[config.mk]
export PLATFORM = sky130hd
export DESIGN_NAME = fpu_op_sequencer_flat
export DESIGN_NICKNAME = d
export VERILOG_FILES = /design/src/rtl/fpu_op_sequencer_if.sv /design/src/rtl/fpu_op_sequencer.sv /design/src/flat_wrapper.sv
export SDC_FILE = /design/constraint.sdc
export NUM_CORES = 1
export LEC_CHECK = 0
export ABC_CLOCK_PERIOD_IN_PS = 4300
export CAP_MARGIN = 40
export CORE_ASPECT_RATIO = 2
export CORE_MARGIN = 2
export CORE_UTILIZATION = 46
export DETAILED_ROUTE_END_ITERATION = 10
export GPL_ROUTABILITY_DRIVEN = 1
export PLACE_DENSITY = 0.84
export SLEW_MARGIN = 5
export SYNTH_ARGS = -nofsm -noshare
export SYNTH_HDL_FRONTEND = slang
export SYNTH_SLANG_ARGS = --single-unit
[constraint.sdc]
create_clock -name clk -period 4.3 [get_ports clk]
set_input_delay 0.86 -clock clk [delete_from_list [all_inputs] [get_ports clk]]
set_output_delay 0.86 -clock clk [all_outputs]
set_load 0.01 [all_outputs]
[src/rtl/fpu_op_sequencer_if.sv]
// ---------------------------------------------------------------------------
// fpu_op_sequencer_if
//
// Purpose: groups the command, unit-array and response signals of the FPU
// operation sequencer into a single bundle.
//
// Handshake rule (request and response channels alike): a transfer happens
// on a rising clk edge where both valid and ready are 1. The producer holds
// its payload stable while valid is high and ready is low. Valid never
// depends on ready.
//
// Signals:
//   req_valid / req_ready / req_op      : command channel (op 1..9 legal)
//   unit_start[8:0]                     : one-hot start strobe, bit op-1
//   unit_done[8:0]                      : per-unit done, bit op-1
//   ena[3:0]                            : output-mux select
//   out_muxed[31:0]                     : output-mux result
//   resp_valid / resp_ready             : response channel
//   resp_data[31:0] / resp_err          : response payload
//
// Modports:
//   master : the environment (command source, unit array, response sink)
//   slave  : the sequencer
// ---------------------------------------------------------------------------
interface fpu_op_sequencer_if;
  logic        req_valid;
  logic        req_ready;
  logic [3:0]  req_op;
  logic [8:0]  unit_start;
  logic [8:0]  unit_done;
  logic [3:0]  ena;
  logic [31:0] out_muxed;
  logic        resp_valid;
  logic        resp_ready;
  logic [31:0] resp_data;
  logic        resp_err;

  modport master (
    output req_valid, req_op, unit_done, out_muxed, resp_ready,
    input  req_ready, unit_start, ena, resp_valid, resp_data, resp_err
  );

  modport slave (
    input  req_valid, req_op, unit_done, out_muxed, resp_ready,
    output req_ready, unit_start, ena, resp_valid, resp_data, resp_err
  );
endinterface

[src/rtl/fpu_op_sequencer.sv]
// ---------------------------------------------------------------------------
// fpu_op_sequencer
//
// Purpose: single-issue sequencer between the FPU command interface and the
// arithmetic unit array plus output mux. It accepts one operation, strobes
// the selected unit for one cycle, steers the output mux, waits for the
// selected unit's done, captures the muxed result and returns it over the
// response handshake. Illegal opcodes (0, 10..15) return an error response
// without starting any unit.
//
// Ports:
//   clk          : clock, rising edge
//   rst_n        : asynchronous active-low reset
//   bus          : fpu_op_sequencer_if.slave (request, unit, response signals)
//   dbg_state_o  : current FSM state (0 IDLE, 1 ISSUE, 2 WAIT, 3 RESP)
//
// Parameters:
//   TIMEOUT_CYCLES : WAIT cycles allowed before a forced error response
//                    (only used when FPU_SEQ_TIMEOUT_EN is defined).
//
// Build option:
//   FPU_SEQ_TIMEOUT_EN : when defined, a watchdog counter in WAIT forces an
//                        error response after TIMEOUT_CYCLES cycles with no
//                        done from the selected unit. When undefined, WAIT
//                        lasts until the selected done arrives.
// ---------------------------------------------------------------------------
module fpu_op_sequencer #(
  parameter int unsigned TIMEOUT_CYCLES = 64
) (
  input  logic                 clk,
  input  logic                 rst_n,
  fpu_op_sequencer_if.slave    bus,
  output logic [1:0]           dbg_state_o
);

  typedef enum logic [1:0] {
    S_IDLE  = 2'd0,
    S_ISSUE = 2'd1,
    S_WAIT  = 2'd2,
    S_RESP  = 2'd3
  } state_e;

  state_e      state_q, state_d;
  logic [3:0]  op_q, op_d;
  logic [31:0] data_q, data_d;
  logic        err_q, err_d;

  logic [8:0]  op_onehot;
  logic        done_sel;
  logic        req_legal;
  logic        timeout_hit;

  // Opcodes 1..9 map to start/done bit op-1; anything else maps to no unit.
  function automatic logic [8:0] op_to_onehot(input logic [3:0] op);
    logic [8:0] oh;
    oh = '0;
    if (op >= 4'd1 && op <= 4'd9) begin
      oh = 9'd1 << (op - 4'd1);
    end
    return oh;
  endfunction

  assign req_legal = |op_to_onehot(bus.req_op);
  assign op_onehot = op_to_onehot(op_q);
  // Only the selected unit's done is looked at; the others are masked off.
  assign done_sel  = |(bus.unit_done & op_onehot);

`ifdef FPU_SEQ_TIMEOUT_EN
  localparam int unsigned CNT_W = (TIMEOUT_CYCLES > 255) ? $clog2(TIMEOUT_CYCLES + 1) : 8;
  localparam logic [CNT_W-1:0] CNT_LAST = CNT_W'(TIMEOUT_CYCLES - 1);

  logic [CNT_W-1:0] cnt_q, cnt_d;

  // Held at zero outside WAIT, so it is cleared on every entry to WAIT.
  // The last permitted WAIT cycle is the one where cnt_q == TIMEOUT_CYCLES-1.
  always_comb begin
    cnt_d = '0;
    if (state_q == S_WAIT) begin
      cnt_d = cnt_q + 1'b1;
    end
  end

  always_ff @(posedge clk or negedge rst_n) begin
    if (!rst_n) begin
      cnt_q <= '0;
    end else begin
      cnt_q <= cnt_d;
    end
  end

  assign timeout_hit = (cnt_q == CNT_LAST);
`else
  assign timeout_hit = 1'b0;

  // Watchdog not built: TIMEOUT_CYCLES is intentionally left without effect.
  if (TIMEOUT_CYCLES == 0) begin : g_timeout_unused
  end
`endif

  always_comb begin
    state_d = state_q;
    op_d    = op_q;
    data_d  = data_q;
    err_d   = err_q;

    unique case (state_q)
      S_IDLE: begin
        if (bus.req_valid) begin
          op_d = bus.req_op;
          if (req_legal) begin
            state_d = S_ISSUE;
          end else begin
            // Illegal opcode: straight to an error response, no unit started.
            state_d = S_RESP;
            data_d  = '0;
            err_d   = 1'b1;
          end
        end
      end

      S_ISSUE: begin
        // Combinational units may already report done during the strobe.
        if (done_sel) begin
          data_d  = bus.out_muxed;
          err_d   = 1'b0;
          state_d = S_RESP;
        end else begin
          state_d = S_WAIT;
        end
      end

      S_WAIT: begin
        // A done in the same cycle as the watchdog limit takes priority.
        if (done_sel) begin
          data_d  = bus.out_muxed;
          err_d   = 1'b0;
          state_d = S_RESP;
        end else if (timeout_hit) begin
          data_d  = '0;
          err_d   = 1'b1;
          state_d = S_RESP;
        end
      end

      S_RESP: begin
        if (bus.resp_ready) begin
          state_d = S_IDLE;
        end
      end

      default: begin
        state_d = S_IDLE;
      end
    endcase
  end

  always_ff @(posedge clk or negedge rst_n) begin
    if (!rst_n) begin
      state_q <= S_IDLE;
      op_q    <= '0;
      data_q  <= '0;
      err_q   <= 1'b0;
    end else begin
      state_q <= state_d;
      op_q    <= op_d;
      data_q  <= data_d;
      err_q   <= err_d;
    end
  end

  // All control outputs decode directly from the state register, so an
  // asynchronous reset returns them to their reset values at once.
  assign bus.req_ready  = (state_q == S_IDLE);
  assign bus.unit_start = (state_q == S_ISSUE) ? op_onehot : 9'd0;
  assign bus.ena        = (state_q == S_ISSUE || state_q == S_WAIT) ? op_q : 4'd0;
  assign bus.resp_valid = (state_q == S_RESP);
  assign bus.resp_data  = data_q;
  assign bus.resp_err   = err_q;
  assign dbg_state_o    = state_q;

endmodule

[src/flat_wrapper.sv]
// flat-port wrapper written by rule: the top's interface ports become plain ports
module fpu_op_sequencer_flat 
#(
  parameter int unsigned TIMEOUT_CYCLES = 64
)
  (clk, rst_n, dbg_state_o, bus_req_valid, bus_req_op, bus_unit_done, bus_out_muxed, bus_resp_ready, bus_req_ready, bus_unit_start, bus_ena, bus_resp_valid, bus_resp_data, bus_resp_err);
  fpu_op_sequencer_if bus_i ();
  input  logic clk;
  input  logic rst_n;
  output logic [1:0] dbg_state_o;
  input wire logic [$bits(bus_i.req_valid)-1:0] bus_req_valid;
  input wire logic [$bits(bus_i.req_op)-1:0] bus_req_op;
  input wire logic [$bits(bus_i.unit_done)-1:0] bus_unit_done;
  input wire logic [$bits(bus_i.out_muxed)-1:0] bus_out_muxed;
  input wire logic [$bits(bus_i.resp_ready)-1:0] bus_resp_ready;
  output wire logic [$bits(bus_i.req_ready)-1:0] bus_req_ready;
  output wire logic [$bits(bus_i.unit_start)-1:0] bus_unit_start;
  output wire logic [$bits(bus_i.ena)-1:0] bus_ena;
  output wire logic [$bits(bus_i.resp_valid)-1:0] bus_resp_valid;
  output wire logic [$bits(bus_i.resp_data)-1:0] bus_resp_data;
  output wire logic [$bits(bus_i.resp_err)-1:0] bus_resp_err;
  assign bus_i.req_valid = bus_req_valid;
  assign bus_i.req_op = bus_req_op;
  assign bus_i.unit_done = bus_unit_done;
  assign bus_i.out_muxed = bus_out_muxed;
  assign bus_i.resp_ready = bus_resp_ready;
  assign bus_req_ready = bus_i.req_ready;
  assign bus_unit_start = bus_i.unit_start;
  assign bus_ena = bus_i.ena;
  assign bus_resp_valid = bus_i.resp_valid;
  assign bus_resp_data = bus_i.resp_data;
  assign bus_resp_err = bus_i.resp_err;
  fpu_op_sequencer #(.TIMEOUT_CYCLES(TIMEOUT_CYCLES)) u_core (.clk(clk), .rst_n(rst_n), .bus(bus_i), .dbg_state_o(dbg_state_o));
endmodule
Word level (Yosys, flattened, before mapping)
Cells that the tools add are included.

storage, ports and cells
  output and inout bits = 50
  logic and storage cells = 50
  register bits = 39
  input port bits = 49

operators by class
  reduce and logical (&&, ||, !) cells = 11
  bitwise operators = 1
  equality and inequality tests = 8
  magnitude comparators = 4
  $add $sub $neg = 2
  shifts and indexed selects = 2
  muxes and demuxes = 18

operators with widths
  kind                 number
  $mux 32              3
  $pmux 32 s2          1
  $mux 9               3
  $reduce_or 9->1      2
  $shl 1x4->9 const A  2
  $and 9x9->9          1
  $ge 4x1->1 const B   2
  $le 4x4->1 const B   2
  $mux 2               4
  $pmux 2 s4           1
  $sub 4x1->4 const B  2
  $ne 2x2->1 const B   3
  $eq 2x2->1 const B   2
  $mux 1               4
  $mux 4               1
  $ne 2x1->1 const B   2
  $reduce_and 4->1     1
  $reduce_and 3->1     1
  $eq 2x1->1 const B   1
  $logic_and 1x1->1    2
  $logic_not 2->1      1
  $pmux 1 s2           1
  $reduce_and 2->1     1
  $reduce_bool 2->1    1
  2 further kinds      2

Logic depth before layout (Yosys ltp)
Gate-level depths: netlist of the first run.

  word-level depth = 7
  gate-level depth with buffers = 11
  gate-level depth less buffers = 7

Worst setup path before layout of the first run
No wires, ideal clock.

  kind = reg2out
  start = register u_core.state_q[0] (netlist: u_core.dbg_state_o[0])
  end = output bus_ena[0]
  setup slack = 1.719 ns
  cell stages (with the launch flop) = 7
  path buffers = 3
  data arrival time = 1.721 ns
  path through = dfrtp_1 > inv_1 > ha_1 > clkbuf_1 > clkbuf_1 > clkbuf_1 > and2_1

between the ends
  longest elaborated chain between the ends = 3
  elaborated cells between the ends (all ways) = 4

RTL lines
  what                                      RTL line                 text
  from (decl)                               fpu_op_sequencer.sv:43   state_e state_q, state_d;
  from (signal assigned)                    fpu_op_sequencer.sv:164  state_q <= state_d;
  $eq 2x1->1 or $eq 2x2->1 (tied branches)  fpu_op_sequencer.sv:175  assign bus.ena = (state_q == S_ISSUE || state_q == S_WAIT) ? op_q : 4'd0;
  $logic_or 1x1->1 *                        fpu_op_sequencer.sv:175
  $mux 4 *                                  fpu_op_sequencer.sv:175
  to (decl)                                 flat_wrapper.sv:18       output wire logic [$bits(bus_i.ena)-1:0] bus_ena;

Mark *: on every way between the ends. The rest lies on a longest branch, timed or not.

Final worst setup path of the first run
  start = register u_core.op_q[1]
  end = output bus_unit_start[8]

between the ends
  longest elaborated chain between the ends = 4
  elaborated cells between the ends (all ways) = 7

RTL lines
  what                                              RTL line                                        text
  from (decl)                                       fpu_op_sequencer.sv:44                          logic [3:0] op_q, op_d;
  from (signal assigned)                            fpu_op_sequencer.sv:165                         op_q <= op_d;
  $sub 4x1->4 (tied with other cells)               fpu_op_sequencer.sv:58                          oh = 9'd1 << (op - 4'd1);
  $shl 1x4->9 or $logic_and 1x1->1 (tied branches)  fpu_op_sequencer.sv:58, fpu_op_sequencer.sv:57
  $mux 9 *                                          fpu_op_sequencer.sv:57                          if (op >= 4'd1 && op <= 4'd9) begin
  $mux 9 *                                          fpu_op_sequencer.sv:174                         assign bus.unit_start = (state_q == S_ISSUE) ? op_onehot : 9'd0;
  to (decl)                                         flat_wrapper.sv:17                              output wire logic [$bits(bus_i.unit_start)-1:0] bus_unit_start;

Marked as above.

==> out/qor.yml, run 1 <==
hold_buffers: 0
synth_top_area_share_pct: 41.4
dieArea_um2: 5740
cts_made_buffers: 5
drc_errors: 0
cts.clk_slew.worst_paths_ns: 0.08
fin_tns_setup_ns: 0
cts_setup_buffers: 0
netlist_area_um2: 2350
syn_to_final_growth_pct: 46.1
critical_path_class: "flip-flop to output port"
maxSlewViolCount: 0
layout_common_cells: "clkdlybuf4s50_1, nand3_1, dfrtp_1"
run_status: "finished, final reports clean"
hold_violations: 0
via_per_inst: 5.99
worst_pin_slew_ns: 0.606
detail-route-antenna-nets: 0
drt-pass1-iter-count: 5
critPathRequiredTime_ns: 3.44
min_period_ns: 3.44
avgSynthCellArea_um2: 8.79
finalCritPeriodShare_pct: 80.0
fin_cells: 409
hold_class: "input port to async pin"
regArea_um2: 976
whs_ns: 0.437
die_w_um: 54.6
ctsHtreeMaxLevel: 2
peakVddDrop_uv: 894
ios: 99
grt_overflow: 0
antenna_found_initial: 0
cts.sinks: 39
via_count: 2448
crit_chain: "nor2_1, ha_1, nand2b_1, nor4_1, clkdlybuf4s50_1"
final_common_cell: "clkdlybuf4s50_1"
synth_area_leader_cell: "dfrtp_1"
ys_seq_elements: 39
diodes: 0
die_h_um: 105
power_density_nw_per_um2: 813
worst_path_largest_cell_delay_ns: 0.59
cts_tree: "built"
dp_hpwl_mm: 4.85
synth-main-ff-cell: "dfrtp_1"
grt_pass1_wl_mm: 10.7
fmax_mhz: 291
grt_pass1_vias: 2325
synth_edf_count: 0
cts_buffer_depth: 2
setup_viol: 0
clk_latency_ns: 0.29
start_util_pct: 48.0
synth-seq-area-share_pct: 41.4
synth_cell_type_count: 38
syn-num-nets: 325
grt_setup_unrepaired: "false"
wl_per_cell_um: 16.4
clock-root-buffer: "clkbuf_8"
worstPathArrival_ns: 2.58
portBuffers: 98
globalplace.congestion: 0.797
grt_usage_pct: 24.7
row_count: 36
leakage_nw: 1.36
final_nets: 408
slowest_stage: "dfrtp_1"
cp-start-kind: "flip-flop"
ys_async_sr_fraction_pct: 100
crit_path_max_fanout: 14
synth_cells: 268
drive_gt1_share_pct: 6.25
ys_top_cells_by_area: "dfrtp_1, nand3_1, o311ai_0"
maxSlewHeadroom_pct: 59.6
wirelength_mm: 6.70
drtIter0Drc: 72
endpoint_kind: "output port"
grt_max_degree: 70
post_cts_resized: 0
ys_warn_count: 0
multi_input_area_um2: 1230
fillers: 389
core-area_um2: 4910
skew_ns: 0.00595
drv_cap: 0
placedCellCount: 401
power breakdown:
| part | total [mW] | leakage, nW | internal (mW) | switching [mW] |
|---|---|---|---|---|
| clock network | 0.278 | 0.0505 | 0.146 | 0.132 |
| registers | 0.696 | 0.499 | 0.530 | 0.166 |
| logic | 1.82 | 0.807 | 0.761 | 1.06 |
| total | 2.80 | 1.36 | 1.44 | 1.36 |
per-stage QoR:
step,power (mW),worst slack (ns),area [um^2],util (%)
global placement,2.48,1.03,3320,67.6
detailed placement,2.53,0.969,3340,68.0
floorplan,1.90,1.72,2350,-
global route,3.03,0.783,3440,70.1
finish,2.80,0.861,3440,70.1
CTS,2.81,0.863,3440,70.1
worst max-delay path: cells and delay by family (launching register included):
family	cells	cell delay [ns]
simple gates	3	0.59
flops	1	0.59
buf+inv	1	0.59
fa+ha+maj	1	0.50
path summary, 6_finish.rpt:
kind / from / end / slack, ns / cells past startpoint
hold / removal: rst_n / u_core.bus.resp_data[9]$_DFFE_PN0P_ / 0.44 / 1
max in group asynchronous: rst_n / u_core.bus.resp_data[15]$_DFFE_PN0P_ / 3.42 / 2
setup reg to reg: u_core.op_q[1]$_DFFE_PN0P_ / u_core.dbg_state_o[0]$_DFFE_PN0P_ / 1.39 / 8
hold reg to reg: u_core.bus.resp_err$_DFFE_PN0P_ / u_core.bus.resp_err$_DFFE_PN0P_ / 0.53 / 2
min in group clk: u_core.bus.resp_err$_DFFE_PN0P_ / u_core.bus.resp_err$_DFFE_PN0P_ / 0.53 / 2
setup / recovery: u_core.op_q[1]$_DFFE_PN0P_ / bus_unit_start[8] / 0.86 / 5
flip-flops by register name, summed over array words and instances, names as in the netlist:
register,flops
u_core.dbg_state_o,2
u_core.op_q,4
u_core.bus.resp_err,1
u_core.bus.resp_data,32
cells by family after synthesis:
family	share of synthesized area [%]
DFF	41.4
adders and majority gates	4.25
muxes	1.43
AOI/OAI and AO/OA	18.4
xor gates and xnor gates	0.372
buffers and inverters	6.75
and+or+nand+nor	27.3
routing by layer:
| metal | vias up | wire, um | track usage (%) |
|---|---|---|---|
| met5 | - | 0 | 0 |
| met4 | 0 | 159 | 9.64 |
| li1 | 1163 | - | - |
| met1 | 1183 | 2350 | 27.1 |
| met2 | 87 | 3880 | 44.0 |
| met3 | 15 | 311 | 3.71 |
synth_stat cells, types with 3 or more instances:
master / instances
inv_1: 8
nor3_1: 3
nand4b_1: 4
o311ai_0: 23
nand3_1: 66
o311ai_1: 9
clkbuf_1: 19
o22ai_1: 3
nand2_1: 36
buf_2: 7
dfrtp_1: 39
nor2_1: 4
ha_1: 8
a21oi_1: 3
mux2_2: 3
and2_1: 7
layout make-up:
cell class	count	share of cell area (%)
Tap cell	57	2.07
Inverter	8	0.873
Timing Repair Buffer	104	30.0
Clock buffer	7	2.80
Multi-Input combinational cell	193	35.6
Clock inverter	1	0.218
Sequential cell	39	28.4
Note: power is estimated with default switching activity, not from simulation.
==> inputs of run 2 (changes only) <==
--- a/config.mk
+++ b/config.mk
@@ -5,14 +5,14 @@
 export SDC_FILE = /design/constraint.sdc
 export NUM_CORES = 1
 export LEC_CHECK = 0
-export ABC_CLOCK_PERIOD_IN_PS = 4300
+export ABC_CLOCK_PERIOD_IN_PS = 3000
 export CAP_MARGIN = 40
 export CORE_ASPECT_RATIO = 2
 export CORE_MARGIN = 2
-export CORE_UTILIZATION = 46
+export CORE_UTILIZATION = 39
 export DETAILED_ROUTE_END_ITERATION = 10
 export GPL_ROUTABILITY_DRIVEN = 1
-export PLACE_DENSITY = 0.84
+export PLACE_DENSITY = 0.75
 export SLEW_MARGIN = 5
 export SYNTH_ARGS = -nofsm -noshare
 export SYNTH_HDL_FRONTEND = slang
==> constraint.sdc (replaced) <==
create_clock -name clk -period 3 [get_ports clk]
set_input_delay 0.6 -clock clk [delete_from_list [all_inputs] [get_ports clk]]
set_output_delay 0.6 -clock clk [all_outputs]
set_load 0.01 [all_outputs]
==> out/qor.yml, run 2 (synthesis results as in run 1) <==
critical_path_class: "flip-flop to output port"
crit_path_max_fanout: 5  # -9
worstPathArrival_ns: 2.26  # -0.32 ns
portBuffers: 98  # unchanged
leakage_nw: 1.43  # +5.3%
maxSlewViolCount: 0  # unchanged
maxSlewHeadroom_pct: 59.9  # +0.32 points
detail-route-antenna-nets: 0  # unchanged
die_w_um: 58.9  # +8.0%
antenna_found_initial: 0  # unchanged
cts.sinks: 39  # unchanged
globalplace.congestion: 0.813  # +2.0%
diodes: 0  # unchanged
start_util_pct: 39.9  # -8.1 points
run_status: "finished, violations left"
ios: 99  # unchanged
drtIter0Drc: 141  # +96%
power_density_nw_per_um2: 1220  # +50%
syn_to_final_growth_pct: 52.2
die_h_um: 114  # +8.3%
clock-root-buffer: "clkbuf_16"
drive_gt1_share_pct: 8.36  # +2.1 points
final_common_cell: "clkdlybuf4s50_1"
wl_per_cell_um: 15.9  # -3.0%
worst_pin_slew_ns: 0.601  # -0.00486 ns
grt_pass1_wl_mm: 10.8  # +0.84%
grt_usage_pct: 19.5  # -5.2 points
critPathRequiredTime_ns: 2.40  # -1.04 ns
clk_latency_ns: 0.28  # about the same
cp-start-kind: "flip-flop"
fmax_mhz: 350
drc_errors: 8  # +8
dieArea_um2: 6710  # +17%
rr_startpoint: "u_core.op_q[0]$_DFFE_PN0P_"
via_per_inst: 5.85  # -2.3%
cts_buffer_depth: 2  # unchanged
skew_ns: 0.00513  # -0.000815 ns
row_count: 40  # +11%
ctsHtreeMaxLevel: 2  # unchanged
cts.clk_slew.worst_paths_ns: 0.06  # -0.02 ns
rrSetupSlack_ns: 0.53  # -0.86 ns
drt-pass1-iter-count: 8  # +3
hold_violations: 0  # unchanged
cts_tree: "built"
fin_tns_setup_ns: 0  # unchanged
layout_common_cells: "clkdlybuf4s50_1, nand3_1, dfrtp_1"
grt_setup_unrepaired: "false"
final_nets: 415  # +1.7%
largest_reg_flops: 32  # unchanged
cts_made_buffers: 5  # unchanged
whs_ns: 0.112  # -0.325 ns
min_period_ns: 2.86
setup_viol: 0  # unchanged
via_count: 2467  # +0.78%
wirelength_mm: 6.70  # +0.13%
finalCritPeriodShare_pct: 95.3
endpoint_kind: "output port"
grt_pass1_vias: 2423  # +4.2%
rr_endpoint: "u_core.bus.resp_data[26]$_DFFE_PN0P_"
dp_hpwl_mm: 4.65  # -4.2%
grt_max_degree: 67  # -4.3%
rr_worst_depth: 9  # +1
core-area_um2: 5910  # +20%
violations: "design-rule violations"
grt_overflow: 0  # unchanged
peakVddDrop_uv: 1040  # +17%
drv_cap: 0  # unchanged
hold_class: "input port to async pin"
==> run 2: how the worst max path moves through the flow <==
| stage | slack, ns | end | cells past startpoint | startpoint |
|---|---|---|---|---|
| final | 0.14 | bus_unit_start[6] | 6 | u_core.dbg_state_o[1]$_DFFE_PN0P_ |
| after global routing | 0.02 | bus_unit_start[6] | 6 | u_core.dbg_state_o[1]$_DFFE_PN0P_ |
| after CTS | 0.09 | bus_unit_start[6] | 6 | u_core.dbg_state_o[1]$_DFFE_PN0P_ |
| after detailed placement | 0.009 | u_core.bus.resp_data[26]$_DFFE_PN0P_ | 7 | bus_unit_done[7] |
| after global placement | -0.006 | u_core.bus.resp_data[0]$_DFFE_PN0P_ | 6 | bus_unit_done[7] |
| after floorplan | 0.63 | u_core.dbg_state_o[0]$_DFFE_PN0P_ | 10 | u_core.op_q[0]$_DFFE_PN0P_ |
==> run 2: layout make-up <==
| type | instances | area (um^2) |
|---|---|---|
| multi-input combinational | 193 | 1230 |
| clock buffer | 5 | 125 |
| inverter | 8 | 30.0 |
| tap | 63 | 78.8 |
| sequential | 39 | 976 |
| fill | 527 | 2320 |
| timing repair buffer | 111 | 1100 |
| clock inverter | 3 | 43.8 |
==> run 2: timing repair <==
action	CTS	global route
buffers inserted	0	2
hold buffers	0	0
resized for setup	0	1
setup endpoints to repair	0	6
==> run 2: layer usage <==
| layer | GRT usage, % | vias to the layer above | part of all wire (%) |
|---|---|---|---|
| met1 | 26.6 | 1193 | 43 |
| li1 | - | 1178 | - |
| met2 | 32.1 | 92 | 50 |
| met3 | 2.72 | 4 | 6.5 |
| met5 | 0 | - | 0 |
| met4 | 4.85 | 0 | 0.49 |
==> run 2: power breakdown <==
| group | leakage, nW | internal (mW) | switching, mW |
|---|---|---|---|
| combinational | 0.845 | 1.24 | 1.60 |
| sequential | 0.499 | 0.761 | 0.186 |
| clock | 0.0838 | 0.392 | 0.211 |
==> run 2: stage by stage <==
| stage | total power, mW | std cells | utilization, % | setup WS, ns | area, um^2 |
|---|---|---|---|---|---|
| floorplan | 2.73 | 268 | - | 0.634 | 2350 |
| global placement | 3.60 | 410 | 57.0 | -0.00589 | 3370 |
| detailed placement | 3.74 | 412 | 57.5 | 0.00876 | 3400 |
| CTS | 4.36 | 420 | 60.4 | 0.0874 | 3570 |
| global route | 4.74 | 422 | 60.7 | 0.0170 | 3580 |
| finish | 4.39 | 422 | 60.7 | 0.141 | 3580 |
==> run 2: critical path: stages, from the launching register on <==
cell,delay [ns]
dfrtp_1,0.43
inv_1,0.14
ha_2,0.25
inv_1,0.10
or2_2,0.32
nor3b_1,0.18
clkdlybuf4s50_1,0.57
